`src/rtl/uart_pkg.sv`:
```
// Shared UART definitions: transmitter states, parity modes and the parity helper.
package uart_pkg;

  typedef enum logic [2:0] {IDLE, START, DATA, PAR, STOP} tx_state_e;

  localparam int PAR_NONE = 0;
  localparam int PAR_EVEN = 1;
  localparam int PAR_ODD  = 2;

  // Data is zero-extended by the caller; the padding bits do not change the XOR.
  function automatic logic par_bit(input logic [8:0] data, input int mode);
    logic p;
    p = ^data;
    case (mode)
      PAR_EVEN: return p;
      PAR_ODD:  return ~p;
      default:  return 1'b0;
    endcase
  endfunction

endpackage

```
`src/rtl/uart_bit_timer.sv`:
```
// Free-running bit-period timer: bit_done marks the final clock of each bit.
module uart_bit_timer #(
  parameter int CLKS_PER_BIT = 16
) (
  input  logic clk,
  input  logic rst,
  input  logic restart,
  output logic bit_done
);

  localparam int W = (CLKS_PER_BIT > 1) ? $clog2(CLKS_PER_BIT) : 1;
  localparam logic [W-1:0] LAST = W'(CLKS_PER_BIT - 1);

  logic [W-1:0] count;

  assign bit_done = (count == LAST);

  always_ff @(posedge clk) begin
    if (rst || restart || bit_done) count <= '0;
    else                            count <= count + W'(1);
  end

endmodule

```
`src/rtl/uart_tx_stream.sv`:
```
// UART transmitter that pops words from a FIFO read port and serialises them
// with start, optional parity and stop bits.
module uart_tx_stream #(
  parameter int CLKS_PER_BIT = 16,
  parameter int DATA_BITS    = 8,
  parameter int PARITY       = 0,
  parameter int STOP_BITS    = 1
) (
  input  logic                 clk,
  input  logic                 rst,
  input  logic [DATA_BITS-1:0] src_data,
  input  logic                 src_rrdy,
  output logic                 src_ren,
  output logic                 txd,
  output logic                 busy
);

  import uart_pkg::*;

  localparam int IDX_W = $clog2(DATA_BITS + 1);

  tx_state_e            state, state_n;
  logic [DATA_BITS-1:0] shreg, shreg_n;
  logic [IDX_W-1:0]     bit_idx, bit_idx_n;
  logic                 stop_idx, stop_idx_n;
  logic                 par_q, par_n;
  logic                 txd_n, busy_n;
  logic                 bit_done, last_cycle;

  uart_bit_timer #(.CLKS_PER_BIT(CLKS_PER_BIT)) u_timer (
    .clk      (clk),
    .rst      (rst),
    .restart  (state == IDLE),
    .bit_done (bit_done)
  );

  assign last_cycle = (state == STOP) && bit_done && (stop_idx == 1'(STOP_BITS - 1));
  assign src_ren    = !rst && src_rrdy && ((state == IDLE) || last_cycle);

  always_comb begin
    state_n    = state;
    shreg_n    = shreg;
    bit_idx_n  = bit_idx;
    stop_idx_n = stop_idx;
    par_n      = par_q;
    if (src_ren) begin
      state_n    = START;
      shreg_n    = src_data;
      par_n      = par_bit(9'(src_data), PARITY);
      bit_idx_n  = '0;
      stop_idx_n = 1'b0;
    end else begin
      case (state)
        IDLE: ;
        START: if (bit_done) state_n = DATA;
        DATA: if (bit_done) begin
          shreg_n = shreg >> 1;
          if (bit_idx == IDX_W'(DATA_BITS - 1))
            state_n = (PARITY != PAR_NONE) ? PAR : STOP;
          else
            bit_idx_n = bit_idx + IDX_W'(1);
        end
        PAR: if (bit_done) state_n = STOP;
        STOP: if (bit_done) begin
          if (last_cycle) state_n = IDLE;
          else            stop_idx_n = 1'b1;
        end
        default: state_n = IDLE;
      endcase
    end

    // Line level is derived from the next state so txd is a clean register.
    case (state_n)
      START:   txd_n = 1'b0;
      DATA:    txd_n = shreg_n[0];
      PAR:     txd_n = par_n;
      default: txd_n = 1'b1;
    endcase
    busy_n = (state_n != IDLE);
  end

  always_ff @(posedge clk) begin
    if (rst) begin
      state    <= IDLE;
      shreg    <= '0;
      bit_idx  <= '0;
      stop_idx <= 1'b0;
      par_q    <= 1'b0;
      txd      <= 1'b1;
      busy     <= 1'b0;
    end else begin
      state    <= state_n;
      shreg    <= shreg_n;
      bit_idx  <= bit_idx_n;
      stop_idx <= stop_idx_n;
      par_q    <= par_n;
      txd      <= txd_n;
      busy     <= busy_n;
    end
  end

endmodule

```
`config.mk`:
```
export PLATFORM = sky130hd
export DESIGN_NAME = uart_tx_stream
export DESIGN_NICKNAME = d
export VERILOG_FILES = /design/src/rtl/uart_pkg.sv /design/src/rtl/uart_bit_timer.sv /design/src/rtl/uart_tx_stream.sv
export SDC_FILE = /design/constraint.sdc
export NUM_CORES = 1
export LEC_CHECK = 0
export BUFFER_PORTS_ARGS = -buffer_cell sky130_fd_sc_hd__buf_2
export CORE_ASPECT_RATIO = 0.9
export CORE_MARGIN = 4
export CORE_UTILIZATION = 49
export DETAILED_ROUTE_END_ITERATION = 10
export PLACE_DENSITY = 0.72
export SYNTH_ARGS = -nofsm -noshare
export SYNTH_HDL_FRONTEND = slang
export SYNTH_HIERARCHICAL = 1
export SYNTH_SLANG_ARGS = --single-unit
```
`constraint.sdc`:
```
create_clock -name clk -period 1.77 [get_ports clk]
set_clock_uncertainty 0.1 [all_clocks]
set_input_delay 0.0885 -clock clk [delete_from_list [all_inputs] [get_ports clk]]
set_output_delay 0.0885 -clock clk [all_outputs]
set_load 0.02 [all_outputs]
```
==> results by group, run 1 <==
Placed design
  – Detail Placement HPWL: ~1.4 mm
  – Dpl cell area: 1170 um2
  – # port buffers: 13
  – Final GP Congestion: approximately 0.75

Power and ir drop
  – Sequential share of power: 0.580
  – Gate power share: 0.149
  – Peak VDD IR: roughly 0.00052 V
  – Total power: between 0.0009 and 0.001 W
  – Cell-internal power: 0.000702 W
  – Power density cells: about 680 nW/um2
  – Pleak: ~0.54 nW
  – Net Sw Frac: 0.265
  – P_sw: 0.000253 W
  – Clk pwr share: 0.271

Floorplan
  – Die height: roughly 51 um
  – CORE AREA: between 1500 and 2000 um2
  – # IOs: 14
  – FP Rows: 15
  – Die extent in x: between 50 and 60 um
  – Starting density of the core: 0.522
  – Die Area: roughly 2900 um2

STA
  – Tmin final: approximately 1.8 ns
  – Max Clk Rate: ~0.56 GHz
  – RSZ-0062 raised after global routing: yes
  – Hold WS: 0.0582 ns
  – # setup viols final: 1
  – Slew Limit Headroom: 0.724
  – Measured slew at the worst slew-check pin: a little over 0.4 ns
  – Worst setup margin: -0.00375 ns
  – Final Hold Fails: 0
  – Period Utilization, post-route: 1.00
  – Slew Limit Fails: 0

Worst setup path
  – Reg2reg path depth: 6
  – CP arrival: about 1.9 ns
  – Reg-to-Reg End: shreg[0]$_SDFF_PP0_
  – Worst R2R Setup Slack: -0.004 ns
  – Worst setup EP type: flop
  – Critical path class: flop to flop
  – Critical Path Source Type: flop
  – RR Startpoint: state[0]$_SDFF_PP0_
  – CP required: approximately 1.9 ns
  – CP max FO: 9

CTS
  – Clk pin slew, worst setup/hold paths: ~0.14 ns
  – Buffers from clock root to sink, at most: 2
  – Clk_lat worst skew: 0.33 ns
  – Inserted Clock Buffers: 3
  – Sink Count: 23
  – CTS tree: built
  – H-tree levels: 1
  – Root buffer cell: clkbuf_4

Drt
  – DR vias: 901
  – Total wire length: around 2.2 mm
  – Avg Vias per Cell: ~5.2
  – Drt pass-1 iters: 4
  – Drt first-iter violations: 14
  – Antenna-violating nets left: 0
  – Post-route DRC: 0
  – Detail-routed net length per standard cell: between 10 and 15 um

Logic synthesis
  – Mapped cell area: roughly 1000 um2
  – Yosys Warn Count: 6
  – Post-synth EDFFs: 0
  – Synth Instances: 110
  – Seq/Total Area, Yosys: 0.452
  – Post-synthesis register bit count: 23
  – Syn_nets: about 120
  – Yosys top cell by area: dfxtp_1
  – Asr flop ratio synth: 0
  – Post-synth top area share: 0.452
  – Synth Flop Type: dfxtp_1
  – Netlist cell types: 27
  – Synth top area cells: dfxtp_1 45%, nor2_1 7.4%, mux2i_1 6.9%, a211oi_1 6.6%, xor2_1 3.4%
  – Mean Syn Cell Area: 9.27 um2

Finish
  – Final nets: between 150 and 200
  – Commonest non-fill, non-tap cell in the layout: dfxtp_1
  – Final core utilization: 0.717
  – Most frequent cells in the layout: 19 x dfxtp_1, 17 x nor2_1, 17 x buf_4
  – FF+latch area: roughly 470 um2
  – Layout cells sized above 1: 0.388
  – Ant. Diodes: 0
  – Final instance area: 1400 um2
  – Fillers: around 150
  – Area of the multi-input gates: ~570 um2
  – Area Overhead vs Synth: 37.3%

GRT
  – First-pass GRT wire length: about 3.9 mm
  – GRT Residual Overflow: 0
  – Largest net degree at the start of global routing: 17
  – Vias in the first global route: approximately 860
  – Initial antenna violation count: 0
  – Total global-route track usage: 0.174

Flow run
  – Max-cap violations: 0

Outcome
  – Status: finished, violations left
  – Failing checks: setup timing

Hold path
  – Hold_sp: rst
  – Cell depth of the worst hold path: 3
  – WHS Endpoint: shreg[2]$_SDFFE_PP0P_
  – Worst min path class: input pin to flop
[sequential cells by signal (all words and copies together) (netlist names)]
name           count
shreg              8
bit_idx            4
u_timer/count      4
state              3
busy               1
par_q              1
stop_idx           1
txd                1
[power by group through the flow]
stage | Clock (W) | Combinational [W] | Sequential, W
3_5_place_dp | 0 | 0.000103 | 0.000562
3_3_place_gp | 0 | 0.000101 | 0.000562
2_1_floorplan | 0 | 0.0000598 | 0.000567
5_1_grt | 0.000283 | 0.000156 | 0.000557
6_report | 0.000259 | 0.000142 | 0.000554
4_1_cts | 0.000261 | 0.000128 | 0.000552
[routing by layer]
layer,track usage,routed length (um),vias to the layer above
li1,-,-,460
met1,0.199,904,415
met2,0.313,1170,19
met3,0.0455,89,7
met4,0.0593,53,0
met5,0,0,-
[cell type report]
type                       count  share of cell area
clock buffer                   3              0.0161
clock inverter                 1             0.00536
inverter                       5              0.0152
multi-input combinational     77               0.409
sequential                    23               0.332
tap                           25              0.0223
timing repair buffer          38               0.199
[per-stage QoR]
stage / setup slack [ns] / cells / TNS (ns)
global route: -0.0718 / 172 / -0.438
CTS: 0.0151 / 171 / 0
global placement: 0.0291 / 154 / 0
finish: -0.00375 / 172 / -0.00375
detailed placement: -0.0531 / 154 / -0.0531
floorplan: 0.0138 / 110 / 0
[how the worst max path moves through the flow]
stage                                      from                     to  slack [ns]  cells after the start
floorplan           u_timer/count[0]$_SDFF_PP0_         txd$_SDFF_PP1_        0.01                      7
global placement    u_timer/count[0]$_SDFF_PP0_         txd$_SDFF_PP1_        0.03                      7
detailed placement  u_timer/count[0]$_SDFF_PP0_         txd$_SDFF_PP1_       -0.05                      7
CTS                         state[0]$_SDFF_PP0_                src_ren        0.02                      4
global route        u_timer/count[0]$_SDFF_PP0_  shreg[1]$_SDFFE_PP0P_       -0.07                      7
finish                      state[0]$_SDFF_PP0_    shreg[0]$_SDFF_PP0_      -0.004                      6
[critical path, cell delays in order (launching register included)]
cell	delay (ns)
dfxtp_2	0.35
or4b_4	0.52
a21o_4	0.21
buf_4	0.16
buf_4	0.18
nor2_1	0.12
a211oi_2	0.05
[cells in the mapped netlist, types with 2 or more instances]
cell,count
a211oi_1,9
a21oi_1,3
a31oi_1,2
and3_1,2
buf_6,2
clkbuf_1,2
dfxtp_1,23
ha_1,2
inv_1,5
mux2i_1,7
nand2_1,5
nand2b_1,4
nand3_1,5
nand3b_1,2
nor2_1,20
nor3b_1,3
xor2_1,4
[repair_timing]
item	4_1_cts	5_1_grt
setup buffers	6	1
hold endpoints to repair	8	0
pin swaps	3	1
hold buffers	8	0
endpoints found under the setup margin	2	12
gates resized for setup	12	10
[kinds of logic after synthesis]
family,after synthesis,share of synthesized area
DFF,23,0.452
adders and majority gates,2,0.0245
muxes,7,0.0687
xor gates and xnor gates,5,0.0429
buffers and inverters,10,0.0528
and+or+nand+nor,47,0.249
AOI/OAI and AO/OA,16,0.110
Power figures use the tool's default switching activity.
==> inputs of run 2 (changes only) <==
--- a/config.mk
+++ b/config.mk
@@ -8,9 +8,10 @@
 export BUFFER_PORTS_ARGS = -buffer_cell sky130_fd_sc_hd__buf_2
 export CORE_ASPECT_RATIO = 0.9
 export CORE_MARGIN = 4
-export CORE_UTILIZATION = 49
+export CORE_UTILIZATION = 54
+export CTS_CLUSTER_SIZE = 40
 export DETAILED_ROUTE_END_ITERATION = 10
-export PLACE_DENSITY = 0.72
+export PLACE_DENSITY = 0.76
 export SYNTH_ARGS = -nofsm -noshare
 export SYNTH_HDL_FRONTEND = slang
 export SYNTH_HIERARCHICAL = 1
==> constraint.sdc (replaced) <==
create_clock -name clk -period 2 [get_ports clk]
set_clock_uncertainty 0.1 [all_clocks]
set_input_delay 0.1 -clock clk [delete_from_list [all_inputs] [get_ports clk]]
set_output_delay 0.1 -clock clk [all_outputs]
set_load 0.02 [all_outputs]
==> run 2 against run 1 <==
The flow now finishes without violations. Sequential power is 12% lower. Register-to-register slack better by 0.10 ns. Total power decreased by 15%. First-iteration DRC count is 7.1% higher. Sequential share of layout area increased by 3.5 points. Hold slack improved by 0.013 ns. Non-clock buffer count shrank 10. Clock power fell by 16%. Final area is 11% lower. Critical path type is now flop to output port. Largest power group unchanged.
==> results by group, run 2 (synthesis gave the netlist of run 1 again) <==
Finish
  – Top flop regs: shreg (8), bit_idx (4), u_timer/count (4)
  – Final core utilization: 0.722
  – Commonest non-fill, non-tap cell in the layout: dfxtp_1
  – Final nets: ~150
  – Ant. Diodes: 0
  – Area Overhead vs Synth: 22.8%
  – Layout cells sized above 1: 0.226
  – Most frequent cells in the layout: 23 x dfxtp_1, 20 x nor2_1, 13 x buf_2
  – Top reg by flops: shreg
  – Max FFs per register: 8
  – Fillers: 130

GRT
  – Total global-route track usage: 0.185
  – First-pass GRT wire length: roughly 3.5 mm
  – Largest net degree at the start of global routing: 18
  – Initial antenna violation count: 0
  – GRT Residual Overflow: 0
  – Vias in the first global route: between 800 and 900

Floorplan
  – FP Rows: 14
  – Die height: around 49 um
  – # IOs: 14
  – Starting density of the core: 0.588
  – CORE AREA: 1730 um2
  – Die Area: 2650 um2
  – Die extent in x: between 50 and 60 um

Worst setup path
  – Worst path slowest cell: dfxtp_1
  – Crit-path leading delay family: flip-flops
  – Buffer and inverter count on the worst path: 3
  – Critical Path Stages: 7
  – CP max FO: 7
  – CP endpoint: src_ren
  – Critical Path Source Type: flop
  – Reg2reg path depth: 7
  – CP required: 1.80 ns
  – Worst path cell trace: ha_1 > nand3_2 > inv_2 > nand2b_1 > a21o_4 > inv_1 > buf_2
  – CP arrival: 1.70 ns
  – Reg-to-Reg End: txd$_SDFF_PP1_
  – RR Startpoint: u_timer/count[0]$_SDFF_PP0_
  – Critical path class: flop to output port
  – Crit-path max cell delay: about 0.38 ns
  – Worst R2R Setup Slack: just under 0.1 ns
  – Worst setup EP type: output port
  – CP startpoint: u_timer/count[0]$_SDFF_PP0_

CTS
  – Root buffer cell: clkbuf_4
  – Sink Count: 23
  – Inserted Clock Buffers: 3
  – CTS tree: built
  – Clk pin slew, worst setup/hold paths: between 0.1 and 0.15 ns
  – H-tree levels: 1
  – Buffers from clock root to sink, at most: 2
  – Clk_lat worst skew: roughly 0.32 ns

STA
  – Period Utilization, post-route: 0.951
  – Slew Limit Headroom: 0.723
  – Worst setup margin: 0.0989 ns
  – Measured slew at the worst slew-check pin: 0.413 ns
  – # setup viols final: 0
  – Slew Limit Fails: 0
  – Max Clk Rate: roughly 0.53 GHz
  – Setup TNS: 0 ns
  – Final Hold Fails: 0
  – Tmin final: about 1.9 ns

Placed design
  – Detail Placement HPWL: around 1.5 mm
  – Pre-CTS setup slack: 0.0373 ns
  – Final GP Congestion: 0.844
  – # port buffers: 13

Flow run
  – Max-cap violations: 0

Hold path
  – Worst min path class: input pin to flop

Drt
  – Post-route DRC: 0
  – DR vias: 847
  – Total wire length: between 2 and 2.5 mm
  – Antenna-violating nets left: 0
  – Drt first-iter violations: 15
  – Detail-routed net length per standard cell: ~13 um
  – Drt pass-1 iters: 4
  – Avg Vias per Cell: about 5.3

Power and ir drop
  – Power density cells: between 600 and 700 nW/um2
  – P_sw: around 0.00020 W
  – Net Sw Frac: 0.253
  – Gate power share: 0.131
  – Peak VDD IR: between 0.0005 and 0.0006 V
  – Sequential share of power: 0.602
  – Cell-internal power: 0.000606 W
  – Total power: about 0.00081 W
  – Pleak: a little under 0.5 nW
  – Clk pwr share: 0.267

Outcome
  – Status: completed
-- run 2: power by group through the flow --
| stage | clock (W) | combinational (W) | sequential (W) |
|---|---|---|---|
| after global routing | 0.000244 | 0.000117 | 0.000489 |
| final | 0.000217 | 0.000106 | 0.000488 |
| after CTS | 0.000222 | 0.0000989 | 0.000487 |
| after global placement | 0 | 0.0000809 | 0.000496 |
| after floorplan | 0 | 0.0000529 | 0.000502 |
| after detailed placement | 0 | 0.0000848 | 0.000498 |
-- run 2: final cells by class --
class                      instances  area, um2  share of cell area
inverter                           5       18.8              0.0150
timing repair buffer              28        198               0.158
clock inverter                     1       5.00             0.00400
tap                               24       30.0              0.0240
clock buffer                       3       22.5              0.0180
multi-input combinational         77        518               0.414
sequential                        23        460               0.368
-- run 2: timing repair --
action	in CTS	in global routing
cloned	0	0
endpoints found under the setup margin	1	1
resized for setup	3	1
hold buffers	8	0
buffers inserted	0	3
pin swaps	0	1
hold endpoints to repair	8	0
-- run 2: per-stage QoR --
stage	hold WS [ns]	std cells	area, um2
final	0.0715	161	1250
after global routing	0.0558	161	1250
after CTS	0.0662	158	1220
after detailed placement	0.260	146	1110
after global placement	0.242	146	1110
after floorplan	0.0709	110	1020
-- run 2: how the worst min path moves through the flow --
stage | from | to | cells after the start
floorplan | rst | u_timer/count[2]$_SDFF_PP0_ | 1
finish | rst | u_timer/count[2]$_SDFF_PP0_ | 3
global placement | src_data[7] | shreg[7]$_SDFFE_PP0P_ | 3
global route | rst | u_timer/count[2]$_SDFF_PP0_ | 3
detailed placement | src_data[7] | shreg[7]$_SDFFE_PP0P_ | 3
CTS | rst | u_timer/count[2]$_SDFF_PP0_ | 3
-- run 2: layer usage --
layer / GRT usage / routed length [um]
met5: 0 / 0
met4: 0.0979 / 41
met2: 0.290 / 1040
met3: 0.0642 / 88
met1: 0.214 / 987
-- run 2: worst min-delay path, stage by stage --
cell,delay [ns]
buf_2,0.10
buf_4,0.21
nor3_2,0.06
==> inputs of run 3 (changes only) <==
--- a/config.mk
+++ b/config.mk
@@ -12,6 +12,7 @@
 export CTS_CLUSTER_SIZE = 40
 export DETAILED_ROUTE_END_ITERATION = 10
 export PLACE_DENSITY = 0.76
+export RECOVER_POWER = 50
 export SYNTH_ARGS = -nofsm -noshare
 export SYNTH_HDL_FRONTEND = slang
 export SYNTH_HIERARCHICAL = 1
==> run 3 against run 2 <==
Final area down 0.50%. Core utilization down 0.36 points. Count of clock-buffer cells in the layout unchanged. Sequential cell count unchanged. Die area unchanged. Sequential power about the same. Maximum frequency unchanged. Register-to-register slack about the same. Worst setup slack unchanged. First-iteration DRC count unchanged.
==> results by group, run 3 (synthesis gave the netlist of run 1 again) <==
Drt
  – Drt first-iter violations: 15
  – Avg Vias per Cell: around 5.3
  – Antenna-violating nets left: 0
  – Detail-routed net length per standard cell: 13.4 um
  – Drt pass-1 iters: 4
  – DR vias: between 800 and 900
  – Post-route DRC: 0
  – Total wire length: 2.16 mm

GRT
  – GRT Residual Overflow: 0
  – Vias in the first global route: between 800 and 900
  – Largest net degree at the start of global routing: 18
  – Total global-route track usage: 0.185
  – Initial antenna violation count: 0
  – First-pass GRT wire length: between 3 and 4 mm

CTS
  – Clk_lat worst skew: between 0.3 and 0.4 ns
  – H-tree levels: 1
  – Inserted Clock Buffers: 3
  – Clk pin slew, worst setup/hold paths: roughly 0.13 ns
  – Sink Count: 23
  – Root buffer cell: clkbuf_4
  – Buffers from clock root to sink, at most: 2
  – CTS tree: built

Placed design
  – Detail Placement HPWL: approximately 1.5 mm
  – Dpl cell area: about 1100 um2
  – Final GP Congestion: 0.844
  – # placed instances: 146
  – Pre-CTS setup slack: 0.0373 ns
  – # port buffers: 13

STA
  – Max Clk Rate: between 0.5 and 0.6 GHz
  – Period Utilization, post-route: 0.951
  – Slew Limit Headroom: 0.725
  – Final Hold Fails: 0
  – Slew Limit Fails: 0
  – Hold WS: 0.0715 ns
  – Tmin final: 1.90 ns
  – Worst setup margin: 0.0989 ns
  – # setup viols final: 0
  – Measured slew at the worst slew-check pin: about 0.41 ns

Finish
  – Final instance area: 1250 um2
  – Non-Filler Instances: between 150 and 200
  – Layout cells sized above 1: 0.204
  – Final nets: roughly 150
  – Commonest non-fill, non-tap cell in the layout: dfxtp_1
  – Final core utilization: 0.719
  – Max FFs per register: 8
  – Ant. Diodes: 0
  – Most frequent cells in the layout: 23 x dfxtp_1, 20 x nor2_1, 11 x buf_2
  – Area Overhead vs Synth: 22.2%
  – Top flop regs: shreg (8), bit_idx (4), u_timer/count (4)
  – Top reg by flops: shreg

Floorplan
  – CORE AREA: ~1700 um2
  – Die height: around 49 um
  – Die extent in x: about 54 um
  – Starting density of the core: 0.588
  – # IOs: 14
  – Die Area: ~2600 um2
  – FP Rows: 14

Worst setup path
  – CP arrival: between 1.5 and 2 ns
  – Worst path slowest cell: dfxtp_1
  – RR Startpoint: u_timer/count[0]$_SDFF_PP0_
  – Crit-path max cell delay: about 0.38 ns
  – Worst setup EP type: output port
  – Buffer and inverter count on the worst path: 3
  – Crit-path leading delay family: flip-flops
  – CP startpoint: u_timer/count[0]$_SDFF_PP0_
  – Worst path cell trace: ha_1 > nand3_2 > inv_2 > nand2b_1 > a21o_4 > inv_1 > buf_2
  – CP required: between 1.5 and 2 ns
  – CP max FO: 7
  – Critical path class: flop to output port
  – Critical Path Source Type: flop

Hold path
  – Worst min path class: input pin to flop
  – Hold_sp: rst

Power and ir drop
  – Power density cells: roughly 650 nW/um2
  – Peak VDD IR: about 0.00056 V
  – Pleak: 0.486 nW

Outcome
  – Status: completed

Flow run
  – Max-cap violations: 0
-- run 3: worst paths after layout --
kind,endpoint,slack (ns),cells past startpoint
hold / removal,u_timer/count[2]$_SDFF_PP0_,0.07,3
hold reg to reg,par_q$_SDFF_PP0_,0.35,2
setup reg to reg,txd$_SDFF_PP1_,0.1,7
setup / recovery,src_ren,0.1,7
-- run 3: layer usage --
metal / part of all wire / vias up / routed length, um / track usage
li1: - / 437 / - / -
met4: 0.019 / 0 / 41 / 0.0979
met5: 0 / - / 0 / 0
met2: 0.48 / 16 / 1040 / 0.290
met3: 0.042 / 4 / 90 / 0.0642
met1: 0.46 / 390 / 987 / 0.214
-- run 3: worst min-delay path: stages --
cell and delay (ns):
buf_2 0.10, buf_4 0.21, nor3_2 0.06
-- run 3: per-stage QoR --
stage	TNS (ns)	total power (W)
CTS	0	0.000808
global placement	0	0.000577
detailed placement	0	0.000582
floorplan	0	0.000555
finish	0	0.000809
global route	-0.0344	0.000849
-- run 3: area by class of cell --
cell class                      instances  area, um2
Inverter                                5       18.8
Clock buffer                            3       22.5
Fill cell                             133        488
Clock inverter                          1       5.00
Sequential cell                        23        460
Multi-Input combinational cell         77        518
Tap cell                               24       30.0
Timing Repair Buffer                   28        191
-- run 3: where the power goes --
part	switching [W]	internal, W	total (W)
Combinational	0.0000536	0.0000513	0.000105
Sequential	0.00000982	0.000478	0.000488
Clock	0.000142	0.0000750	0.000217
Total	0.000205	0.000604	0.000809
-- run 3: what timing repair did --
action                                  4_1_cts  5_1_grt
cloned                                        0        0
setup buffers                                 0        3
gates resized for setup                       3        1
pin swaps                                     0        1
endpoints found under the hold margin         8        0
endpoints found under the setup margin        1        1
hold buffers                                  8        0
